<file path="src/rtl/ad_pkg.sv">
// ad_pkg: shared defaults, widths and FSM encoding for the ADC sample controller.
package ad_pkg;
  localparam int CLK_DIV_DEF = 4;
  localparam int DECIM_DEF = 1;
  localparam int SMP_W = 12;
  localparam int PAD_W = 4;
  typedef enum logic [1:0] {IDLE, RUN, DRAIN} state_t;
endpackage

</file>
<file path="src/rtl/ad_clk_gen.sv">
// ad_clk_gen: free-running divider producing the registered ADC clock plus capture and wrap strobes.
module ad_clk_gen #(
  parameter int CLK_DIV = 4
) (
  input  logic clk,
  input  logic rst_n,
  output logic ad_clk,
  output logic cap,
  output logic wrap
);
  localparam int DW = $clog2(CLK_DIV);
  localparam logic [DW-1:0] HALF = DW'(CLK_DIV / 2);
  localparam logic [DW-1:0] LAST = DW'(CLK_DIV - 1);
  logic [DW-1:0] div_cnt;
  always_ff @(posedge clk)
    if (!rst_n) begin
      div_cnt <= '0;
      ad_clk <= 1'b0;
    end else begin
      div_cnt <= div_cnt == LAST ? '0 : div_cnt + 1'b1;
      ad_clk <= div_cnt < HALF;
    end
  // ad_clk falls on the edge where div_cnt == HALF, which is where data is taken
  assign cap = div_cnt == HALF;
  assign wrap = div_cnt == LAST;
endmodule

</file>
<file path="src/rtl/ad_sample_ctrl.sv">
// ad_sample_ctrl: captures ADC samples on ad_clk falling edge, decimates, and emits each as a high/low byte pair.
module ad_sample_ctrl
  import ad_pkg::*;
#(
  parameter int CLK_DIV = CLK_DIV_DEF,
  parameter int DECIM = DECIM_DEF
) (
  input  logic             clk,
  input  logic             rst_n,
  input  logic             en,
  input  logic [SMP_W-1:0] ad_data,
  input  logic             ad_otr,
  output logic             ad_clk,
  output logic [7:0]       wr_data,
  output logic             wr_en,
  output logic [15:0]      sample_cnt,
  output logic             ovr_flag
);
  state_t state, state_nxt;
  logic cap, wrap, take, fwd, entry, pend_lo;
  logic [7:0] dec_cnt, lo_byte;
  ad_clk_gen #(.CLK_DIV(CLK_DIV)) u_clk_gen (
    .clk(clk),
    .rst_n(rst_n),
    .ad_clk(ad_clk),
    .cap(cap),
    .wrap(wrap)
  );
  assign take = state == RUN && en && cap;
  assign fwd = take && dec_cnt == 8'd0;
  assign entry = state == IDLE && en && wrap;
  always_ff @(posedge clk)
    if (!rst_n) state <= IDLE;
    else state <= state_nxt;
  // pend_lo marks a high byte already on the bus whose low byte must still follow
  always_comb
    state_nxt = state == IDLE ? (entry ? RUN : IDLE) :
                state == RUN  ? (en ? RUN : pend_lo ? DRAIN : IDLE) :
                (pend_lo ? DRAIN : IDLE);
  always_ff @(posedge clk)
    if (!rst_n) begin
      wr_en <= 1'b0;
      wr_data <= '0;
      pend_lo <= 1'b0;
      lo_byte <= '0;
      sample_cnt <= '0;
      ovr_flag <= 1'b0;
      dec_cnt <= '0;
    end else begin
      wr_en <= fwd || pend_lo;
      wr_data <= fwd ? {{PAD_W{1'b0}}, ad_data[SMP_W-1:8]} : pend_lo ? lo_byte : wr_data;
      pend_lo <= fwd;
      if (fwd) lo_byte <= ad_data[7:0];
      if (entry) begin
        sample_cnt <= '0;
        ovr_flag <= 1'b0;
        dec_cnt <= '0;
      end else begin
        if (pend_lo) sample_cnt <= sample_cnt + 16'd1;
        if (fwd && ad_otr) ovr_flag <= 1'b1;
        if (take) dec_cnt <= dec_cnt == 8'(DECIM - 1) ? 8'd0 : dec_cnt + 8'd1;
      end
    end
endmodule

</file>
<file path="config.mk">
export PLATFORM = sky130hd
export DESIGN_NAME = ad_sample_ctrl
export DESIGN_NICKNAME = d
export VERILOG_FILES = /design/src/rtl/ad_pkg.sv /design/src/rtl/ad_clk_gen.sv /design/src/rtl/ad_sample_ctrl.sv
export SDC_FILE = /design/constraint.sdc
export NUM_CORES = 1
export LEC_CHECK = 0
export ABC_AREA = 1
export CAP_MARGIN = 40
export CORE_MARGIN = 2
export CORE_UTILIZATION = 54
export DETAILED_ROUTE_END_ITERATION = 6
export MAX_ROUTING_LAYER = met4
export PLACE_DENSITY_LB_ADDON = 0.25
export SETUP_SLACK_MARGIN = 0.05
export SLEW_MARGIN = 40
export SYNTH_ARGS = -nofsm -noshare
export SYNTH_HDL_FRONTEND = slang
export SYNTH_SLANG_ARGS = --single-unit
</file>
<file path="constraint.sdc">
create_clock -name clk -period 2.3 [get_ports clk]
set_input_delay 0.575 -clock clk [delete_from_list [all_inputs] [get_ports clk]]
set_output_delay 0.575 -clock clk [all_outputs]
set_load 0.005 [all_outputs]
</file>
# Word level (Yosys, flattened, before mapping)
# Cells that the tools add are included.
[totals]
reg_bits = 48
out_inout_bits = 27
input_bits = 16
wordCells = 40
[op_classes]
addsub = 3
order_cmp = 1
bitwise = 1
muxes = 8
n_reduce_logical = 13
n_eq_ne = 3
[op_table]
columns = ["op", "n"]
rows = [
  ["$add A16 B1 Y16 const B", 1],
  ["$add A8 B1 Y8 const B", 1],
  ["$logic_not A8 Y1", 1],
  ["$mux W2", 4],
  ["$mux W4", 2],
  ["$mux W8", 1],
  ["$logic_and A1 B1 Y1", 6],
  ["$reduce_or A2 Y1", 3],
  ["$eq A2 B2 Y1 const B", 2],
  ["$add A2 B1 Y2 const B", 1],
  ["$eq A2 B1 Y1 const B", 1],
  ["$logic_not A2 Y1", 1],
  ["$lt A2 B2 Y1 const B", 1],
  ["$reduce_bool A2 Y1", 1],
  ["$logic_or A1 B1 Y1", 1],
  ["$mux W1", 1],
  ["$not A1 Y1", 1],
]

# Logic depth before layout (Yosys ltp)
# Gate-level depths: netlist (run 1).
[depth]
word_depth = 5
ltp_mapped = 10
depth_no_buf = 9

# Modules after synthesis
# From an unflattened synthesis (run 1), not the netlist that was laid out.
[hier_totals]
cells_unflattened = 280
hier_area_um2 = 2094.5
[modules_own_cells]
columns = ["module", "seq_area_each_um2", "instances", "area_per_inst_um2", "cells_per_inst"]
rows = [
  ["ad_sample_ctrl", 900.9, 1, 1983.2, 268],
  ["ad_clk_gen", 60.1, 1, 111.4, 12],
]

# Least setup slack after synthesis (run 1)
# No wires, ideal clock.
[synth_path]
path_type = "input-to-reg"
from = "input en"
to = "register wr_data[0]"
required_time_ps = 2190
path_buffers = 1
path_stages = 8
setup_time_ps = 110
setup_slack_ps = 937
t_arrival_ps = 1253
cell_sequence = "nand3_1 nor2_1 nand2_2 buf_6 nand3_1 nand3_1 nand2_1 inv_1"
[synth_between]
elab_chain_cells = 4
elab_cells_between_ends = 5
classes_between = "mux: 1; reduce/logical: 4"
[synth_rtl]
columns = ["element", "line_no", "rtl"]
rows = [
  ["start, declared", "ad_sample_ctrl.sv:10", "input logic en,"],
  ["$logic_and A1 B1 Y1 * (2 in series)", "ad_sample_ctrl.sv:29", "assign take = state == RUN && en && cap;"],
  ["$logic_and A1 B1 Y1 *", "ad_sample_ctrl.sv:30", "assign fwd = take && dec_cnt == 8'd0;"],
  ["$mux W4 / $reduce_bool A2 Y1 (equally long branches)", "-", ""],
  ["end signal, assigned", "ad_sample_ctrl.sv:51", "wr_data <= fwd ? {{PAD_W{1'b0}}, ad_data[SMP_W-1:8]} : pend_lo ? lo_byte : wr_data;"],
  ["end, declared", "ad_sample_ctrl.sv:14", "output logic [7:0] wr_data,"],
]
# Every way passes the cells marked *; elsewhere a longest branch is shown, timed or not.
# A chain may end at the register's enable or synchronous reset.

# Worst setup path after layout (run 1)
[layout_path]
from = "input en"
to = "register wr_data[1]"
# The elaborated chain is that of the path after synthesis.

==> metrics.csv, run 1 <==
metric,value,unit
post-synth top area cell,dfxtp_1,
CTS root buf,clkbuf_8,
Yosys top cell area share,46.69,%
worst min path class,register to register,
Reg area,960.9,um^2
cts bufs inserted,5,
register area share after synthesis,46.69,%
Yosys reg bits,48,
endpoint class of the critical path,register,
P per Cell Area,537.1,nW/um^2
"EDFF count, synth",0,
FMAX,531.6,MHz
number of DRC markers in iteration 0,86,
io pins,43,
Final Slew Violations,0,
GP Congestion,0.8100,
antenna violations before repair,0,
area of the multi-input gates,967.2,um^2
max-cap violations,0,
cts hold-fix bufs,0,
post-CTS setup buffers,0,
setup total negative slack,0,ns
status,"finished, final reports clean",
WL met2,1958,um
Slew @ Worst Pin,0.4148,ns
post-synthesis simple-gate area fraction,35.02,%
RSZ-0062 raised after global routing,false,
Port Buf Inserts,42,
met1 WL,1848,um
Hold Crit Start,u_clk_gen.div_cnt[1]$_SDFF_PP0_,
first-pass GRT wire length,7334,um
Core Area,3661,um^2
CP Class,input pin to register,
top routing layer used,met4,
gr ovfl total,0,
starting density of the core,56.22,%
CTS tree,built,
Worst path most repeated cell,nand3_1,
period utilization,81.79,%
layout cells sized above 1,7.500,%
drt total wl,4161,um
area delta synth->final,27.29,%
wire length on met3,279,um
Post-synth ARST share,0,%
largest family of logic cells by synthesized area,simple AND/OR/NAND/NOR gates,
DR pass1 iterations,5,
clk sinks,48,
Final Hold Vio Count,0,
number of diodes,0,
most frequent cells after synthesis,"63 x nand2_1, 48 x dfxtp_1, 36 x nand3_1",
Synth Net Count,294,
worst skew pair latency,0.31,ns
final setup fails,0,
via count,1846,
Die ar.,4321,um^2
row count,22,
drt via density,5.016,
post-synthesis compound-gate area fraction,6.383,%
Top Family by Delay on Critical Path,simple AND/OR/NAND/NOR gates,
pin count of the biggest net entering global routing,21,
Crit path required time,2.51,ns
drt wl/cell,11.31,um
CTS clock-pin slew for the worst setup and hold paths,0.08,ns
"count leader, synth",nand2_1,
leak pwr,0.001033,uW
Synthesis Warnings,0,
# DRC,0,
die outline width,65.74,um
crit path max fanout,20,
clk buf depth,2,
Synth Area in XOR/XNOR,2.553,%
Setup crit start kind,input pin,
cell count after synthesis,273,
number of global-route vias before repair,1687,
DRT antenna net count,0,
Die H,65.74,um
Worst Setup SP,en,
total track usage,22.83,%
min cycle time layout,1.881,ns
max incr delay on CP,0.50,ns
Slew Limit Headroom,72.25,%
clk_skew,0.005974,ns
CP Data Arrival Time,2.09,ns
"Distinct cells, synth",24,
H-tree levels,2,
Slowest cell on crit path,clkdlybuf4s50_1,
worst path buffer plus inverter count,2,
worst r2r src,u_clk_gen.div_cnt[0]$_SDFF_PP0_,
"Avg Cell Area, Syn",7.539,um^2
Main synth FF type,dfxtp_1,
Max VDD drop,0.4640,mV
DPL Wire Length,3018,um
"Cell Chain, Critical Path",clkdlybuf4s50_1 > nand3_1 > nor2_1 > nand2_2 > nand3_1 > nand3_1 > nand2_1 > inv_1,
hold_ws,0.4579,ns
Synth Area in Adders,3.040,%
largest cells by area after synthesis,"dfxtp_1 47%, nand2_1 11%, nand3_1 8.8%",
Syn Std Cell Area,2058,um^2
Post-CTS Resized,0,
Filler Cell Count,292,
nets,340,
multiplexer share of the synthesized area,0,%
## report_power, final
group / internal (uW) / switching, uW
Combinational: 38.2 / 33.4
Clock: 212 / 281
Sequential: 838 / 4.60
Total: 1090 / 319
## sequential cells by signal, summed over array words and instances (netlist names), 2 cells and up
| signal | flops |
|---|---|
| sample_cnt | 16 |
| dec_cnt | 8 |
| lo_byte | 8 |
| wr_data | 8 |
| state | 2 |
| u_clk_gen.div_cnt | 2 |
## worst paths after layout
path / endpoint / slack, ns / cells after the start
worst max register to register: wr_data[1]$_SDFFE_PN0P_ / 0.70 / 9
worst min-delay path: u_clk_gen.ad_clk$_SDFF_PN0_ / 0.46 / 1
worst min register to register: u_clk_gen.ad_clk$_SDFF_PN0_ / 0.46 / 1
worst max-delay path: wr_data[1]$_SDFFE_PN0P_ / 0.42 / 8
## logic make-up (layout without fill, tap and decap cells)
group	after synthesis	in the layout
fa+ha+maj	5	5
flops	48	48
compound gates	26	26
buf+inv	31	78
xor+xnor	6	6
simple gates	157	157
## placed cells by master, fill, tap and decap left out
master,count
a21oi_1,20
a31oi_1,1
and3_1,2
buf_4,5
clkbuf_8,5
clkdlybuf4s50_1,42
clkinv_2,2
clkinv_4,1
dfxtp_1,48
ha_1,5
inv_1,23
nand2_1,63
nand2_2,3
nand3_1,36
nand3_2,1
nand4_1,2
nor2_1,33
nor2_2,2
nor2_4,2
nor2_8,1
nor3_1,9
nor3_2,2
nor4_1,1
o21ai_0,5
xor2_1,6
## routing by layer
| metal | vias to the layer above | global-route usage, % |
|---|---|---|
| met3 | 7 | 5.137 |
| li1 | 971 | - |
| met2 | 53 | 35.48 |
| met4 | 0 | 9.896 |
| met1 | 815 | 28.53 |
| met5 | - | - |
## stage by stage
step / total power, uW / setup slack, ns / util (%) / std cells / cell area, um^2
2_1_floorplan: 892.5 / 0.9369 / - / 273 / 2058
3_3_place_gp: 933.3 / 0.1929 / 69.17 / 360 / 2532
3_5_place_dp: 934.0 / 0.1084 / 69.17 / 360 / 2532
4_1_cts: 1419 / 0.4078 / 71.57 / 368 / 2620
5_1_grt: 1464 / 0.2803 / 71.57 / 368 / 2620
6_report: 1407 / 0.4188 / 71.57 / 368 / 2620
## worst reg2reg max path, cell delays in order, from the launching register on
cell and delay [ns]:
dfxtp_1 0.33, inv_1 0.06, ha_1 0.16, inv_1 0.05, nor2_1 0.24, nand2_2 0.32
nand3_1 0.16, nand3_1 0.08, nand2_1 0.07, inv_1 0.04
## final cells by class
class                           count  area share (%)
Multi-Input combinational cell    194           36.92
Timing Repair Buffer               47           17.48
Clock inverter                      3          0.7163
Tap cell                           48           2.292
Clock buffer                        5           2.627
Sequential cell                    48           36.68
Inverter                           23           3.295
Note: power is estimated with default switching activity, not from simulation.
==> run 2: changes to the inputs <==
CORE_UTILIZATION = 45   (was 54)
clock period = 1.6 ns   (was 2.3 ns; I/O delays follow)
==> metrics.csv, run 2 (synthesis gave the netlist of run 1 again) <==
metric,value,unit,change
Crit path required time,1.20,ns,-1.31 ns
Slowest cell on crit path,clkdlybuf4s50_1,,
pin count of the biggest net entering global routing,21,,unchanged
DR pass1 iterations,4,,-1
CP Data Arrival Time,1.15,ns,-0.94 ns
leak pwr,0.001561,uW,+51%
Core Area,4384,um^2,+20%
max incr delay on CP,0.50,ns,about the same
FMAX,645.8,MHz,
final setup fails,0,,unchanged
Setup crit start kind,register,,
P per Cell Area,709.0,nW/um^2,+32%
max reg flops,16,,unchanged
via count,1955,,+5.9%
gr ovfl total,0,,unchanged
die outline width,71.63,um,+9.0%
status,"finished, final reports clean",,
Max VDD drop,0.5299,mV,+14%
Final Hold Vio Count,0,,unchanged
area delta synth->final,42.49,%,
CTS tree,built,,
min cycle time layout,1.548,ns,
drt total wl,4795,um,+15%
H-tree levels,2,,unchanged
Slew Limit Headroom,76.19,%,+3.9 points
GP Congestion,0.8030,,-0.86%
Biggest register,sample_cnt,,
nets,368,,+8.2%
Top Family by Delay on Critical Path,buffers and inverters,,
CP Class,register to output port,,
Levels on crit path,1,,-7
reg2reg setup slack,0.18,ns,-0.52 ns
number of DRC markers in iteration 0,78,,-9.3%
io pins,43,,unchanged
clk sinks,48,,unchanged
max-cap violations,0,,unchanged
period utilization,96.78,%,
worst skew pair latency,0.31,ns,about the same
worst r2r src,sample_cnt[0]$_SDFFE_PP0P_,,
Final Slew Violations,0,,unchanged
Die ar.,5131,um^2,+19%
most frequent cells in the layout,"63 x nand2_1, 36 x nand3_1, 31 x buf_4",,
Setup crit end,sample_cnt[13],,
Final Power,2079,uW,+48%
antenna violations before repair,0,,unchanged
"commonest non-fill, non-tap cell in the layout",nand2_1,,
Slew @ Worst Pin,0.3568,ns,-0.05799 ns
Worst Setup SP,sample_cnt[13]$_SDFFE_PP0P_,,
Die H,71.63,um,+9.0%
crit path max fanout,2,,-90%
cts bufs inserted,5,,unchanged
layout cells sized above 1,20.69,%,+13 points
CTS clock-pin slew for the worst setup and hold paths,0.09,ns,about the same
"Cell Chain, Critical Path",clkdlybuf4s50_1,,
drt wl/cell,11.99,um,+6.0%
Port Buf Inserts,42,,unchanged
drt via density,4.888,,-2.6%
starting density of the core,46.95,%,-9.3 points
number of global-route vias before repair,1782,,+5.6%
RSZ-0062 raised after global routing,true,,
endpoint class of the critical path,output port,,
clk_skew,0.007771,ns,+0.001797 ns
worst path buffer plus inverter count,1,,-1
number of diodes,0,,unchanged
DPL Wire Length,3205,um,+6.2%
total track usage,19.88,%,-2.9 points
clk buf depth,2,,unchanged
DRT antenna net count,0,,unchanged
setup total negative slack,0,ns,unchanged
worst-case reg-to-reg path depth,9,,unchanged
worst min path class,register to register,,
row count,24,,+9.1%
CTS root buf,clkbuf_8,,
first-pass GRT wire length,7721,um,+5.3%
# DRC,0,,unchanged
worst r2r dst,sample_cnt[14]$_SDFFE_PP0P_,,
run 2: changes by cell type in the layout (fill, tap and decap cells not counted), moves of 3 or more:
cell             previous run  this run
dlygate4sd2_1               0         7
clkdlybuf4s50_1            42        17
nor2_2                      2         5
dfxtp_1                    48        29
nor2_1                     33        30
buf_4                       5        31
dlymetal6s2s_1              0        18
dfxtp_2                     0        18
run 2: layout make-up:
class / instances / area [um^2]
Fill cell: 387 / 1451
Sequential cell: 48 / 987.2
Multi-Input combinational cell: 194 / 974.7
Timing Repair Buffer: 75 / 729.5
Clock buffer: 8 / 90.09
Inverter: 23 / 86.33
Tap cell: 52 / 65.06
run 2: worst min path at each step:
stage	start	endpoint	slack [ns]	cells after the start
after floorplan	u_clk_gen.div_cnt[1]$_SDFF_PP0_	u_clk_gen.ad_clk$_SDFF_PN0_	0.42	1
final	u_clk_gen.div_cnt[1]$_SDFF_PP0_	u_clk_gen.ad_clk$_SDFF_PN0_	0.45	1
after CTS	u_clk_gen.div_cnt[1]$_SDFF_PP0_	u_clk_gen.ad_clk$_SDFF_PN0_	0.46	1
after detailed placement	u_clk_gen.div_cnt[1]$_SDFF_PP0_	u_clk_gen.ad_clk$_SDFF_PN0_	0.44	1
after global routing	ovr_flag$_SDFFE_PP0P_	ovr_flag$_SDFFE_PP0P_	0.47	2
after global placement	u_clk_gen.div_cnt[1]$_SDFF_PP0_	u_clk_gen.ad_clk$_SDFF_PN0_	0.44	1
run 2: timing repair:
item,CTS,global route
buffers inserted,14,1
hold buffers,0,0
pin swaps,0,1
endpoints found under the setup margin,24,41
resized for setup,27,21
run 2: per-stage QoR:
stage                     utilization (%)  hold slack (ns)  std cells  cell area [um^2]  setup WS (ns)
after global placement              60.67           0.4381        377              2660        -0.2066
after CTS                           65.53           0.4592        399              2873        0.04913
after global routing                66.90           0.4710        400              2933       0.003354
after floorplan                         -           0.4203        273              2058         0.3274
final                               66.90           0.4538        400              2933        0.05156
after detailed placement            60.67           0.4448        377              2660        -0.2486
run 2: power breakdown:
part	switching, uW	total, uW	internal [uW]
combinational	52.7	119	65.9
clock	398	752	353
sequential	6.92	1210	1200
total	458	2080	1620
run 2: routing by layer:
layer  wire length, um  GRT usage (%)  up-vias
met1              2128          24.82      852
met5                 0              -        -
li1                  -              -     1029
met3               254          5.485       10
met4                80          6.918        0
met2              2332          31.07       64
